==> config.mk <==
export PLATFORM = sky130hd
export DESIGN_NAME = prienc_scan
export DESIGN_NICKNAME = d
export VERILOG_FILES = /design/src/rtl/prienc_scan.sv
export SDC_FILE = /design/constraint.sdc
export NUM_CORES = 1
export LEC_CHECK = 0
export CAP_MARGIN = 10
export CELL_PAD_IN_SITES_DETAIL_PLACEMENT = 1
export CELL_PAD_IN_SITES_GLOBAL_PLACEMENT = 1
export CORE_MARGIN = 2
export CORE_UTILIZATION = 40
export CTS_CLUSTER_SIZE = 8
export DETAILED_ROUTE_END_ITERATION = 8
export PLACE_DENSITY_LB_ADDON = 0.08
export SLEW_MARGIN = 10
export SYNTH_ARGS = -nofsm -noshare
export SYNTH_HDL_FRONTEND = slang
export SYNTH_SLANG_ARGS = --single-unit
==> constraint.sdc <==
create_clock -name clk -period 11.3 [get_ports clk]
set_input_delay 2.825 -clock clk [delete_from_list [all_inputs] [get_ports clk]]
set_output_delay 2.825 -clock clk [all_outputs]
set_load 0.05 [all_outputs]
==> src/rtl/prienc_scan.sv <==
`default_nettype none
// ============================================================================
//  Module   : prienc_scan
//  Purpose  : Sequential multi-hit priority encoder; emits one index per set
//             bit of an accepted match vector, in priority order.
//  Option   : define PRIENC_SCAN_CNT_EN to add the hit_cnt popcount port.
//  Revision : 1.0 - initial release
// ============================================================================
module prienc_scan #(
   parameter int IN_WIDTH   = 32,
   parameter int LSB_FIRST  = 1,
   localparam int OUT_WIDTH = ($clog2(IN_WIDTH) < 1) ? 1 : $clog2(IN_WIDTH)
) (
   input  logic                 clk,
   input  logic                 rst,
   input  logic                 req_valid,
   output logic                 req_ready,
   input  logic [IN_WIDTH-1:0]  req,
   input  logic                 flush,
   output logic                 idx_valid,
   input  logic                 idx_ready,
   output logic [OUT_WIDTH-1:0] idx,
   output logic                 idx_last,
   output logic                 idx_miss
`ifdef PRIENC_SCAN_CNT_EN
   ,
   output logic [OUT_WIDTH:0]   hit_cnt
`endif
);

   localparam int c_PAD_WIDTH = 1 << OUT_WIDTH;

   typedef enum logic [1:0] {
      S_IDLE = 2'd0,
      S_SCAN = 2'd1,
      S_MISS = 2'd2
   } state_t;

   state_t                r_state;
   logic [IN_WIDTH-1:0]   r_pend;
   logic [c_PAD_WIDTH-1:0] w_pad;
   logic [c_PAD_WIDTH-1:0] w_scan;
   logic [IN_WIDTH-1:0]   w_rest;
   logic [OUT_WIDTH-1:0]  w_enc;
   logic [OUT_WIDTH-1:0]  w_idx;
   logic                  w_any;
   logic                  w_last;

   always_comb begin
      w_pad                 = '0;
      w_pad[IN_WIDTH-1:0]   = r_pend;
   end

   // MSB-first scanning reuses the LSB-first tree on a bit-reversed vector;
   // reversing over the padded width makes the true index simply ~enc.
   generate
      if (LSB_FIRST != 0) begin : g_lsb
         assign w_scan = w_pad;
      end else begin : g_msb
         for (genvar j = 0; j < c_PAD_WIDTH; j++) begin : g_rev
            assign w_scan[j] = w_pad[c_PAD_WIDTH-1-j];
         end
      end
   endgenerate

   generate
      for (genvar l = 0; l <= OUT_WIDTH; l++) begin : g_lvl
         localparam int c_NODES = c_PAD_WIDTH >> l;
         logic [c_NODES-1:0]   w_v;
         logic [OUT_WIDTH-1:0] w_i [c_NODES];
         for (genvar n = 0; n < c_NODES; n++) begin : g_node
            if (l == 0) begin : g_leaf
               assign w_v[n] = w_scan[n];
               assign w_i[n] = OUT_WIDTH'(n);
            end else begin : g_join
               assign w_v[n] = g_lvl[l-1].w_v[2*n] | g_lvl[l-1].w_v[2*n+1];
               assign w_i[n] = g_lvl[l-1].w_v[2*n] ? g_lvl[l-1].w_i[2*n]
                                                   : g_lvl[l-1].w_i[2*n+1];
            end
         end
      end
   endgenerate

   assign w_any = g_lvl[OUT_WIDTH].w_v[0];
   assign w_enc = g_lvl[OUT_WIDTH].w_i[0];
   assign w_idx = (LSB_FIRST != 0) ? w_enc : ~w_enc;

   always_comb begin
      w_rest        = r_pend;
      w_rest[w_idx] = 1'b0;
   end

   assign w_last    = (w_rest == '0);

   assign req_ready = (r_state == S_IDLE);
   assign idx_valid = (r_state != S_IDLE);
   assign idx       = ((r_state == S_SCAN) && w_any) ? w_idx : '0;
   assign idx_last  = (r_state == S_MISS) || ((r_state == S_SCAN) && w_last);
   assign idx_miss  = (r_state == S_MISS);

   always_ff @(posedge clk) begin
      if (rst) begin
         r_state <= S_IDLE;
         r_pend  <= '0;
      end else begin
         case (r_state)
            S_IDLE: begin
               if (req_valid) begin
                  r_pend  <= req;
                  r_state <= (req == '0) ? S_MISS : S_SCAN;
               end
            end
            S_SCAN: begin
               if (flush) begin
                  r_pend  <= '0;
                  r_state <= S_IDLE;
               end else if (idx_ready) begin
                  r_pend <= w_rest;
                  if (w_last) begin
                     r_state <= S_IDLE;
                  end
               end
            end
            S_MISS: begin
               if (flush || idx_ready) begin
                  r_pend  <= '0;
                  r_state <= S_IDLE;
               end
            end
            default: begin
               r_pend  <= '0;
               r_state <= S_IDLE;
            end
         endcase
      end
   end

`ifdef PRIENC_SCAN_CNT_EN
   logic [OUT_WIDTH:0] w_pop;
   logic [OUT_WIDTH:0] r_cnt;

   always_comb begin
      w_pop = '0;
      for (int i = 0; i < IN_WIDTH; i++) begin
         w_pop = w_pop + (OUT_WIDTH+1)'(req[i]);
      end
   end

   always_ff @(posedge clk) begin
      if (rst) begin
         r_cnt <= '0;
      end else if ((r_state == S_IDLE) && req_valid) begin
         r_cnt <= w_pop;
      end
   end

   assign hit_cnt = r_cnt;
`endif

endmodule
`default_nettype wire

## Word-level counts from Yosys, hierarchy flattened

Index checks and enable logic that the tools add are counted.

| operators by class | value |
|---|---|
| magnitude comparators | 2 |
| eq/ne operators | 6 |
| muxes and demuxes | 46 |
| bitwise logic cells | 33 |
| reductions and logical operators | 11 |

Operators with widths:

| cell | number |
|---|---|
| 32-bit 2-to-1 mux | 4 |
| 32-bit case mux with 3 select lines | 1 |
| 32-bit zero test | 2 |
| 32-bit AND | 1 |
| 32-bit NOT | 1 |
| 1-bit OR | 31 |
| 2-bit 2-to-1 mux | 14 |
| 1-bit 2-to-1 mux | 17 |
| 3-bit 2-to-1 mux | 4 |
| 5-bit 2-to-1 mux | 2 |
| 4-bit 2-to-1 mux | 2 |
| 5-bit by 6-bit less-than comparator with 1-bit output, second input constant | 1 |
| 3-bit inequality test, second input constant | 2 |
| 2-bit case mux with 3 select lines | 1 |
| 1-bit demux with 5-bit select | 1 |
| 5-bit by 1-bit greater-or-equal comparator with 1-bit output, second input constant | 1 |
| 4-bit AND reduction | 1 |
| 1-bit logical AND | 3 |
| 3-bit AND reduction | 1 |
| 2-bit by 1-bit equality test with 1-bit output, second input constant | 1 |
| 2-bit equality test, second input constant | 1 |
| 2-bit zero test | 1 |
| 1-bit logical OR | 2 |
| 2-bit by 1-bit inequality test with 1-bit output, second input constant | 1 |
| other kinds (2) | 2 |

| storage, ports and cells | value |
|---|---|
| flip-flop bits (word level) | 34 |
| bits of input ports | 37 |
| logic and storage cells | 100 |

## Logic depth before layout (Yosys ltp)

Gate-level depths: netlist (run 1).

| depth | value |
|---|---|
| depth in word-level cells | 16 |
| gate-level depth with buffers | 13 |

## Least setup slack after synthesis (run 1)

OpenSTA, ideal clock, no wires.

| timing path | value |
|---|---|
| path type | register -> output |
| start | register r_pend[16], in the netlist g_lvl[0].w_v[16] |
| end | output port idx_last |
| data arrival time | 3458 ps |
| required time | 8475 ps |
| path slack | 5017 ps |
| stages on the path, launching flop included | 12 |
| buffers on the path | 2 |
| cells stage by stage | dfxtp_1 > buf_6 > or4_4 > nor2b_1 > o211ai_1 > a311oi_2 > clkbuf_1 > mux2i_1 > o22ai_1 > a2111oi_0 > nand4_1 > o21bai_1 |

| on the way | value |
|---|---|
| cells in the longest elaborated chain, start to end | 14 |

Ends and longest elaborated chain:

| element | RTL line | source |
|---|---|---|
| start, declared | 40 | `logic [IN_WIDTH-1:0] r_pend;` |
| start signal, assigned | 109 | `r_pend <= req;` |
| start signal, assigned | 118 | `r_pend <= w_rest;` |
| 1-bit 2-to-1 mux / 1-bit OR (equally long branches) | 77, 76 |  |
| 2-bit 2-to-1 mux / 1-bit OR (equally long branches) | 77, 76 |  |
| 3-bit 2-to-1 mux / 1-bit OR (equally long branches) | 77, 76 |  |
| 4-bit 2-to-1 mux | 77 | `assign w_i[n] = g_lvl[l-1].w_v[2*n] ? g_lvl[l-1].w_i[2*n]` |
| 5-bit 2-to-1 mux | 77 |  |
| 5-bit by 6-bit less-than comparator with 1-bit output (not written as such) / 5-bit by 1-bit greater-or-equal comparator with 1-bit output (equally long branches) | 90 | `w_rest[w_idx] = 1'b0;` |
| 1-bit logical AND (not written as such) | 90 |  |
| 1-bit 2-to-1 mux (not written as such) | 90 |  |
| 1-bit demux with 5-bit select | 90 |  |
| 32-bit NOT (no source line) | n/a |  |
| 32-bit AND (no source line) (*) | n/a |  |
| 32-bit zero test (*) | 93 | `assign w_last = (w_rest == '0);` |
| 1-bit logical AND (*) | 98 | `assign idx_last = (r_state == S_MISS) \|\| ((r_state == S_SCAN) && w_last);` |
| 1-bit logical OR (*) | 98 |  |
| end, declared | 23 | `output logic idx_last,` |

Mark *: on every way between the ends. The rest lies on a longest branch, timed or not.

## Final worst setup path (run 1)

| timing path | value |
|---|---|
| start | register r_pend[12], in the netlist g_lvl[0].w_v[12] |
| end | output port idx_last |

| on the way | value |
|---|---|
| cells in the longest elaborated chain, start to end | 14 |

Ends and longest elaborated chain:

| element | RTL line |
|---|---|
| 1-bit 2-to-1 mux / 1-bit OR (equally long branches) | 77, 76 |
| 2-bit 2-to-1 mux / 1-bit OR (equally long branches) | 77, 76 |
| 3-bit 2-to-1 mux / 1-bit OR (equally long branches) | 77, 76 |
| 4-bit 2-to-1 mux / 1-bit OR (equally long branches) | 77, 76 |
| 5-bit 2-to-1 mux | 77 |
| 5-bit by 6-bit less-than comparator with 1-bit output (not written as such) / 5-bit by 1-bit greater-or-equal comparator with 1-bit output (equally long branches) | 90 |
| 1-bit logical AND (not written as such) | 90 |
| 1-bit 2-to-1 mux (not written as such) | 90 |
| 1-bit demux with 5-bit select | 90 |
| 32-bit NOT (no source line) | n/a |
| 32-bit AND (no source line) (*) | n/a |
| 32-bit zero test (*) | 93 |
| 1-bit logical AND (*) | 98 |
| 1-bit logical OR (*) | 98 |

Marks and branches as above.

==> flow_summary.toml, run 1 <==
[finish]
area_delta_synth_final_pct = 24.1
filler_cell_count = 784
layout-drive-gt1-share_pct = 7.11
nets = 416
antenna_cells = 0
final_core_utilization_pct = 50.8

[pwr]
intPower_uw = 270
p_clk_share_pct = 19.0
pwr_density_cell_nw_per_um2 = 175
p_leak_nw = 1.02
irDropWorstVdd_mv = 0.0827
p_switching_uw = 255
pwr-share-comb_pct = 50.6
fin_total_pwr_uw = 524
swShare_pct = 48.6
power.sequential.fraction_pct = 30.4

[clock_network]
htreeDepth = 2
number_of_cts_inserted_buffers = 5
clk_transition_reported_paths_ns = 0.08
cts_hold_buf = 0
cts.repair.resized = 0
cts_sinks = 34
worstSkewPairLatency_ns = 0.29
clockBufferDepth = 2
cts_root_buf = "sky130_fd_sc_hd__clkbuf_8"
post_cts_buffers = 0
cts_tree = "done"

[sta]
worst_pin_slew_ns = 1.12
setup_viol = 0
final_max_slew_viol_count = 0
grt_setup_unrepaired = "no"
totalNegativeSetupSlack_ns = 0
fmax_mhz = 133
timing.clock.skew_ns = 0.0105
final_period_minus_worst_setup_slack_ns = 7.49
final.period_utilization_pct = 66.3
slew_headroom_pct = 25.5
hold_viol_final = 0

[logic_synthesis]
post_synth_num_cell_types = 51
synth_area_per_cell_um2 = 7.03
postSynth.topFlopCell = "sky130_fd_sc_hd__dfxtp_1"
post_synth_inst_count = 343
synth_warnings = 0
seq_area_frac_synth_pct = 28.2
number_of_enable_flip_flop_cells_after_synthesis = 0
ys_ff_latch = 34
ys_async_sr_fraction_pct = 0
mappedNetlistArea_um2 = 2410
syn-num-nets = 380

[floorplanning]
io-pin-count = 46
floorplan.core_area_um2 = 5890
number_of_rows_created_at_floorplan = 28
chip_height_um = 81.6
die_area_um2 = 6660
start_util_pct = 40.9
dieWidth_um = 81.6

[detailed_routing]
first_pass_iteration_count_of_the_detailed_router = 5
drt_first_iter_violations = 317
drt-vias-per-instance = 6.56
route.detailed.drc = 0
antenna_left = 0
num_vias = 2985
postRouteWirelength_um = 9990
routed_wire_length_per_instance_um = 21.9

[setup_path]
worst_setup_path_end_kind = "output pin"
critPathRequiredTime_ns = 8.48
timing.critical_path.fanout_max = 9
setup.worst_path.class = "register to output pin"
cp_data_arrival_time_ns = 4.67
cp-start-kind = "register"

[place]
finalWeightedCongestion = 0.980
hpwlAfterDp_um = 7610
portBuffers = 45

[min_path]
min_path_type = "register to register"

[run]
maxCapViolations = 0

[grt]
grt.total_usage_pct = 31.3
grt_first_pass_wirelength_um = 15700
grt_max_degree = 36
antenna_found_initial = 0
globalRouteOverflowTotal = 0
grt_pass1_vias = 2915

[status]
outcome = "complete, no violations"
==> through the flow <==
step | cells | instance area [µm²] | hold WS, ns | worst slack [ns]
after floorplan | 343 | 2410 | 0.461 | 5.02
after global routing | 455 | 2990 | 0.569 | 3.42
after CTS | 455 | 2990 | 0.532 | 3.84
final | 455 | 2990 | 0.531 | 3.81
after global placement | 447 | 2900 | 0.508 | 4.19
after detailed placement | 447 | 2900 | 0.522 | 4.21
==> registers in the layout (all words and copies together), names as in the netlist <==
name,count
g_lvl.w_v,32
r_state,2
==> routing by layer <==
layer	share of wire, %	wire (µm)	track usage [%]
met1	46	4560	45.3
met2	45	4540	48.8
met3	6.9	686	3.63
met4	2.0	201	8.83
met5	0	0	0
==> kinds of logic after synthesis <==
group,count (synthesis),share of synthesized area [%]
compound gates,143,36.9
simple gates,138,29.0
flops,34,28.2
buf+inv,26,5.04
mux,2,0.883
==> cell usage after synthesis (3+ instances only) <==
| library cell | number | area, µm² |
|---|---|---|
| sky130_fd_sc_hd__a211oi_1 | 5 | 37.5 |
| sky130_fd_sc_hd__a21oi_1 | 51 | 255 |
| sky130_fd_sc_hd__a22oi_1 | 12 | 90.1 |
| sky130_fd_sc_hd__a31oi_1 | 4 | 25.0 |
| sky130_fd_sc_hd__buf_6 | 3 | 33.8 |
| sky130_fd_sc_hd__clkbuf_1 | 12 | 45.0 |
| sky130_fd_sc_hd__dfxtp_1 | 34 | 681 |
| sky130_fd_sc_hd__inv_1 | 8 | 30.0 |
| sky130_fd_sc_hd__nand2_1 | 32 | 120 |
| sky130_fd_sc_hd__nand3_1 | 5 | 25.0 |
| sky130_fd_sc_hd__nand4_1 | 4 | 25.0 |
| sky130_fd_sc_hd__nor2_1 | 48 | 180 |
| sky130_fd_sc_hd__nor2b_1 | 4 | 25.0 |
| sky130_fd_sc_hd__nor3_1 | 9 | 45.0 |
| sky130_fd_sc_hd__nor4_1 | 15 | 93.8 |
| sky130_fd_sc_hd__o21ai_0 | 40 | 200 |
| sky130_fd_sc_hd__o31ai_1 | 5 | 37.5 |
| sky130_fd_sc_hd__or2_2 | 4 | 25.0 |
| sky130_fd_sc_hd__or3_1 | 3 | 18.8 |
| sky130_fd_sc_hd__or4_4 | 3 | 33.8 |
==> placed cells by master, fill, tap and decap left out, drive strengths merged, types with 2 or more instances in the layout <==
cell,count
clkbuf,7
a2bb2oi,2
or3,3
a22oi,12
o31a,2
a21oi,51
inv,8
o31ai,5
dfxtp,34
or2,6
o21bai,2
nor4,18
nand3,5
o211ai,2
a2111oi,3
o32a,2
a31oi,4
nor2,49
nand4,4
nor3,9
buf,2
or4,5
a211oi,5
clkdlybuf4s50,45
nor2b,4
o21ai,41
nand2b,3
nand2,32
==> critical path, cell delays in order, from the launching register on <==
cell and delay (ns):
sky130_fd_sc_hd__dfxtp_1 0.39, sky130_fd_sc_hd__or4_1 0.65, sky130_fd_sc_hd__nor4_4 0.43, sky130_fd_sc_hd__o211a_1 0.44, sky130_fd_sc_hd__nor2_2 0.17, sky130_fd_sc_hd__nor2_1 0.52
sky130_fd_sc_hd__nand2_1 0.12, sky130_fd_sc_hd__a2111oi_0 0.47, sky130_fd_sc_hd__nand4_1 0.20, sky130_fd_sc_hd__o21bai_1 0.16, sky130_fd_sc_hd__clkdlybuf4s50_1 0.82
==> power groups by stage <==
stage	clock network, mW	registers (mW)	logic (mW)
after global routing	0.104	0.160	0.287
final	0.0998	0.159	0.265
after global placement	0	0.160	0.258
after CTS	0.0987	0.158	0.260
after detailed placement	0	0.160	0.259
after floorplan	0	0.150	0.184
==> path summary, 6_finish.rpt <==
| kind | start | end | slack [ns] | depth (start not counted) |
|---|---|---|---|---|
| worst min register to register | g_lvl[0].w_v[22] | g_lvl[0].w_v[22] | 0.53 | 2 |
| worst max-delay path | g_lvl[0].w_v[12] | idx_last | 3.81 | 10 |
| worst max register to register | g_lvl[0].w_v[12] | r_state[0] | 7.54 | 10 |
| worst min-delay path | g_lvl[0].w_v[22] | g_lvl[0].w_v[22] | 0.53 | 2 |
==> area by class of cell <==
type	instances	area, µm²	share of cell area, %
multi-input combinational	283	1630	54.5
clock buffer	7	86.3	2.89
tap	75	93.8	3.14
clock inverter	1	5.00	0.167
timing repair buffer	47	465	15.6
inverter	8	30.0	1.00
sequential	34	681	22.8
Power figures use the tool's default switching activity.
==> inputs of run 2 (changes only) <==
--- a/config.mk
+++ b/config.mk
@@ -9,7 +9,7 @@
 export CELL_PAD_IN_SITES_DETAIL_PLACEMENT = 1
 export CELL_PAD_IN_SITES_GLOBAL_PLACEMENT = 1
 export CORE_MARGIN = 2
-export CORE_UTILIZATION = 40
+export CORE_UTILIZATION = 34
 export CTS_CLUSTER_SIZE = 8
 export DETAILED_ROUTE_END_ITERATION = 8
 export PLACE_DENSITY_LB_ADDON = 0.08
==> constraint.sdc (replaced) <==
create_clock -name clk -period 6.5 [get_ports clk]
set_input_delay 1.625 -clock clk [delete_from_list [all_inputs] [get_ports clk]]
set_output_delay 1.625 -clock clk [all_outputs]
set_load 0.05 [all_outputs]
==> flow_summary.toml, run 2 (same netlist as run 1, synthesis figures left out) <==
[sta]
slew_headroom_pct = 41.4
setup_viol = 0
timing.clock.skew_ns = 0.00312
totalNegativeSetupSlack_ns = 0
hold_viol_final = 0
grt_setup_unrepaired = "no"
final.period_utilization_pct = 90.9
fmax_mhz = 169
worst_pin_slew_ns = 0.872
final_max_slew_viol_count = 0
final.hold.worst_slack_ns = 0.511
final_period_minus_worst_setup_slack_ns = 5.91

[clock_network]
worstSkewPairLatency_ns = 0.29
clockBufferDepth = 2
number_of_cts_inserted_buffers = 5
clk_transition_reported_paths_ns = 0.07
cts_sinks = 34
htreeDepth = 2
cts_hold_buf = 0
cts.repair.resized = 0
cts_root_buf = "sky130_fd_sc_hd__clkbuf_8"
cts_tree = "done"
post_cts_buffers = 0

[detailed_routing]
routed-wl-met3_um = 480
num_vias = 2930
route.detailed.drc = 0
first_pass_iteration_count_of_the_detailed_router = 4
highest_layer = "met4"
met1Wirelength_um = 4960
postRouteWirelength_um = 10500
antenna_left = 0
routed_wire_length_per_instance_um = 21.8
drt-vias-per-instance = 6.08
drt_first_iter_violations = 181
met2_routed_wirelength_um = 4750

[floorplanning]
number_of_rows_created_at_floorplan = 30
io-pin-count = 46
die_area_um2 = 7780
dieWidth_um = 88.2
floorplan.core_area_um2 = 6830
chip_height_um = 88.2
start_util_pct = 35.3

[pwr]
intPower_uw = 515
p_switching_uw = 453
power.sequential.fraction_pct = 28.4
p_leak_nw = 1.07
swShare_pct = 46.8
p_clk_share_pct = 20.3
pwr-share-comb_pct = 51.3
irDropWorstVdd_mv = 0.116
pwr_density_cell_nw_per_um2 = 314

[finish]
layout_common_cells = "51 x sky130_fd_sc_hd__a21oi_1, 46 x sky130_fd_sc_hd__nor2_1, 44 x sky130_fd_sc_hd__clkdlybuf4s50_1"
ff_latch_area_um2 = 681
antenna_cells = 0
nets = 422
area_delta_synth_final_pct = 27.9
largest_reg_flops = 32
multi_input_comb_area_um2 = 1630
most_common_library_cell_in_the_layout_ignoring_fill_and_taps = "sky130_fd_sc_hd__a21oi_1"
layout-drive-gt1-share_pct = 8.55
filler_cell_count = 885

[setup_path]
cp_data_arrival_time_ns = 4.28
worst_setup_path_end_kind = "output pin"
timing.critical_path.fanout_max = 9
setup.worst_path.class = "register to output pin"
critPathRequiredTime_ns = 4.88
cp-start-kind = "register"

[place]
finalWeightedCongestion = 0.989
portBuffers = 45
hpwlAfterDp_um = 7850

[run]
maxCapViolations = 0

[grt]
grt_pass1_vias = 2902
globalRouteOverflowTotal = 0
grt_max_degree = 36
grt_first_pass_wirelength_um = 16500
antenna_found_initial = 0
grt.total_usage_pct = 28.3

[status]
outcome = "complete, no violations"

[min_path]
min_path_type = "register to register"
run 2: layout make-up:
class	instances	share of cell area, %
clock buffer	7	2.48
clock inverter	1	0.974
inverter	8	0.974
multi-input combinational	283	52.9
sequential	34	22.1
tap	96	3.90
timing repair buffer	53	16.6
run 2: worst paths after layout:
check / slack (ns) / end / depth (start not counted) / from
worst min register to register: 0.51 / g_lvl[0].w_v[27] / 2 / g_lvl[0].w_v[27]
worst max register to register: 2.76 / r_state[0] / 10 / g_lvl[0].w_v[13]
worst max-delay path: 0.59 / idx_last / 10 / g_lvl[0].w_v[13]
worst min-delay path: 0.51 / g_lvl[0].w_v[27] / 2 / g_lvl[0].w_v[27]
run 2: power groups by stage:
stage	clock, mW	combinational [mW]	sequential [mW]
after detailed placement	0	0.478	0.278
after global placement	0	0.477	0.277
after floorplan	0	0.319	0.261
after global routing	0.211	0.536	0.278
after CTS	0.205	0.480	0.273
final	0.196	0.497	0.275
run 2: critical path, cell delays in order (launching register included):
cell                             delay, ns
sky130_fd_sc_hd__dfxtp_1              0.40
sky130_fd_sc_hd__or4_1                0.66
sky130_fd_sc_hd__nor4_4               0.49
sky130_fd_sc_hd__o211a_1              0.41
sky130_fd_sc_hd__nor2_2               0.17
sky130_fd_sc_hd__nor3_1               0.47
sky130_fd_sc_hd__o21bai_1             0.13
sky130_fd_sc_hd__a2111oi_0            0.43
sky130_fd_sc_hd__nand4_1              0.22
sky130_fd_sc_hd__o21bai_1             0.17
sky130_fd_sc_hd__dlymetal6s2s_1       0.43
run 2: routing by layer:
metal  track usage [%]  vias up
li1                  -     1376
met5                 0        -
met4              10.6        0
met2              44.0       98
met3              3.30       24
met1              40.2     1432
run 2: through the flow:
stage          area [µm²]  utilization [%]  setup slack, ns  std cells  power (mW)
6_report             3080             45.1            0.592        482       0.968
5_1_grt              3080             45.1            0.374        482        1.03
4_1_cts              3070             44.9            0.210        482       0.958
3_5_place_dp         2960             43.3            0.547        474       0.757
3_3_place_gp         2960             43.3            0.488        474       0.754
2_1_floorplan        2410                -             1.42        343       0.580
==> inputs of run 3 (changes only) <==
--- a/config.mk
+++ b/config.mk
@@ -5,14 +5,15 @@
 export SDC_FILE = /design/constraint.sdc
 export NUM_CORES = 1
 export LEC_CHECK = 0
-export CAP_MARGIN = 10
 export CELL_PAD_IN_SITES_DETAIL_PLACEMENT = 1
 export CELL_PAD_IN_SITES_GLOBAL_PLACEMENT = 1
+export CORE_ASPECT_RATIO = 0.9
 export CORE_MARGIN = 2
 export CORE_UTILIZATION = 34
 export CTS_CLUSTER_SIZE = 8
 export DETAILED_ROUTE_END_ITERATION = 8
 export PLACE_DENSITY_LB_ADDON = 0.08
+export SKIP_LAST_GASP = 1
 export SLEW_MARGIN = 10
 export SYNTH_ARGS = -nofsm -noshare
 export SYNTH_HDL_FRONTEND = slang
==> flow_summary.toml, run 3 (same netlist as run 1, synthesis figures left out) <==
[status]
outcome = "complete, no violations"

[finish]
most_common_library_cell_in_the_layout_ignoring_fill_and_taps = "sky130_fd_sc_hd__a21oi_1"
area_delta_synth_final_pct = 27.3
layout-drive-gt1-share_pct = 9.09
filler_cell_count = 888
layout_common_cells = "51 x sky130_fd_sc_hd__a21oi_1, 46 x sky130_fd_sc_hd__nor2_1, 44 x sky130_fd_sc_hd__clkdlybuf4s50_1"
antenna_cells = 0
instances_no_fill = 478
nets = 422
largest_reg_flops = 32

[floorplanning]
chip_height_um = 83.9
dieWidth_um = 92.7
floorplan.core_area_um2 = 6970
die_area_um2 = 7780
number_of_rows_created_at_floorplan = 29
io-pin-count = 46
start_util_pct = 34.6

[place]
hpwlAfterDp_um = 7700
portBuffers = 45
place_inst = 471
finalWeightedCongestion = 0.902

[grt]
grt_pass1_vias = 2897
globalRouteOverflowTotal = 0
antenna_found_initial = 0
grt.total_usage_pct = 27.2
use_met2_pct = 40.0
grt_most_used_layer = "met1"
globalRouteMet1Util_pct = 41.5
grt_max_degree = 36
grt_first_pass_wirelength_um = 16300
grt.met3_usage_pct = 4.43

[setup_path]
worst_setup_path_end_kind = "output pin"
cp-start-kind = "register"
cp_data_arrival_time_ns = 4.28
setup.worst_path.class = "register to output pin"
slowest_delay_ns = 0.59
critPathRequiredTime_ns = 4.88
crit_chain = "or4_4, nor4_4, o211a_1, nor2_2, a2111oi_0, o211ai_1, a2111oi_0, nand4_1, o21bai_1, dlymetal6s2s_1"
cp_max_delay_cell = "sky130_fd_sc_hd__or4_4"
crit_path_frequent_cell = "sky130_fd_sc_hd__a2111oi_0"
timing.critical_path.fanout_max = 9

[sta]
setup_viol = 0
final.hold.worst_slack_ns = 0.526
final_period_minus_worst_setup_slack_ns = 5.91
totalNegativeSetupSlack_ns = 0
grt_setup_unrepaired = "no"
timing.clock.skew_ns = 0.00663
hold_viol_final = 0
final.period_utilization_pct = 90.9
worst_pin_slew_ns = 0.990
final_max_slew_viol_count = 0
slew_headroom_pct = 34.0
fmax_mhz = 169

[detailed_routing]
postRouteWirelength_um = 10200
antenna_left = 0
routed_wire_length_per_instance_um = 21.3
drt-vias-per-instance = 6.13
route.detailed.drc = 0
drt_first_iter_violations = 182
first_pass_iteration_count_of_the_detailed_router = 4
num_vias = 2928

[pwr]
p_leak_nw = 1.06
irDropWorstVdd_mv = 0.134
pwr_density_cell_nw_per_um2 = 300

[min_path]
min_path_type = "register to register"

[clock_network]
cts_hold_buf = 0
worstSkewPairLatency_ns = 0.30
htreeDepth = 2
clk_transition_reported_paths_ns = 0.08
cts_tree = "done"
number_of_cts_inserted_buffers = 5
clockBufferDepth = 2
cts_root_buf = "sky130_fd_sc_hd__clkbuf_8"
post_cts_buffers = 0
cts_sinks = 34

[run]
maxCapViolations = 0
==> run 3: cell types whose count changed in the layout (fill, tap and decap cells not counted) <==
cell | previous run | this run
sky130_fd_sc_hd__clkinv_2 | 0 | 2
sky130_fd_sc_hd__nor4_1 | 15 | 14
sky130_fd_sc_hd__o32ai_2 | 1 | 0
sky130_fd_sc_hd__o32ai_4 | 0 | 1
sky130_fd_sc_hd__bufinv_16 | 1 | 0
sky130_fd_sc_hd__nor4_2 | 2 | 3
sky130_fd_sc_hd__clkbuf_1 | 2 | 0
==> run 3: through the flow <==
stage / utilization (%) / setup slack (ns) / total power [mW] / area, µm²
finish: 44.0 / 0.590 / 0.922 / 3070
global route: 44.0 / 0.272 / 0.983 / 3070
CTS: 43.7 / 0.119 / 0.909 / 3050
detailed placement: 42.6 / 0.460 / 0.750 / 2970
global placement: 42.6 / 0.526 / 0.753 / 2970
floorplan: - / 1.42 / 0.580 / 2410
==> run 3: report_power, final <==
group | switching (mW) | internal, mW | total (mW)
Clock | 0.0862 | 0.0721 | 0.158
Combinational | 0.322 | 0.167 | 0.489
Sequential | 0.0417 | 0.233 | 0.274
Total | 0.450 | 0.472 | 0.922
==> run 3: what timing repair did <==
action                                 CTS  global route
resized for setup                        0             4
setup endpoints to repair                0             1
endpoints found under the hold margin    0             0
==> run 3: worst paths after layout <==
kind / start / to / slack [ns] / depth (start not counted)
min reg2reg: g_lvl[0].w_v[22] / g_lvl[0].w_v[22] / 0.53 / 2
max: g_lvl[0].w_v[1] / idx_last / 0.59 / 10
min: g_lvl[0].w_v[22] / g_lvl[0].w_v[22] / 0.53 / 2
max reg2reg: g_lvl[0].w_v[1] / r_state[0] / 2.73 / 10
==> run 3: worst max-delay path, delay by kind of cell, from the launching register on <==
kind / cells / cell delay (ns)
compound gates: 5 / 1.61
buf+inv: 1 / 0.43
flops: 1 / 0.39
simple gates: 4 / 1.56
==> run 3: metal layers <==
layer | vias up | routed length (µm)
met1 | 1430 | 5100
met4 | 0 | 135
met5 | - | 0
li1 | 1376 | -
met3 | 10 | 579
met2 | 112 | 4380
==> run 3: layout make-up <==
type	count	area, µm²	area share (%)
Clock inverter	2	10.0	0.326
Multi-Input combinational cell	283	1650	53.8
Sequential cell	34	681	22.2
Timing Repair Buffer	53	513	16.7
Clock buffer	5	68.8	2.24
Inverter	8	30.0	0.979
Tap cell	93	116	3.79
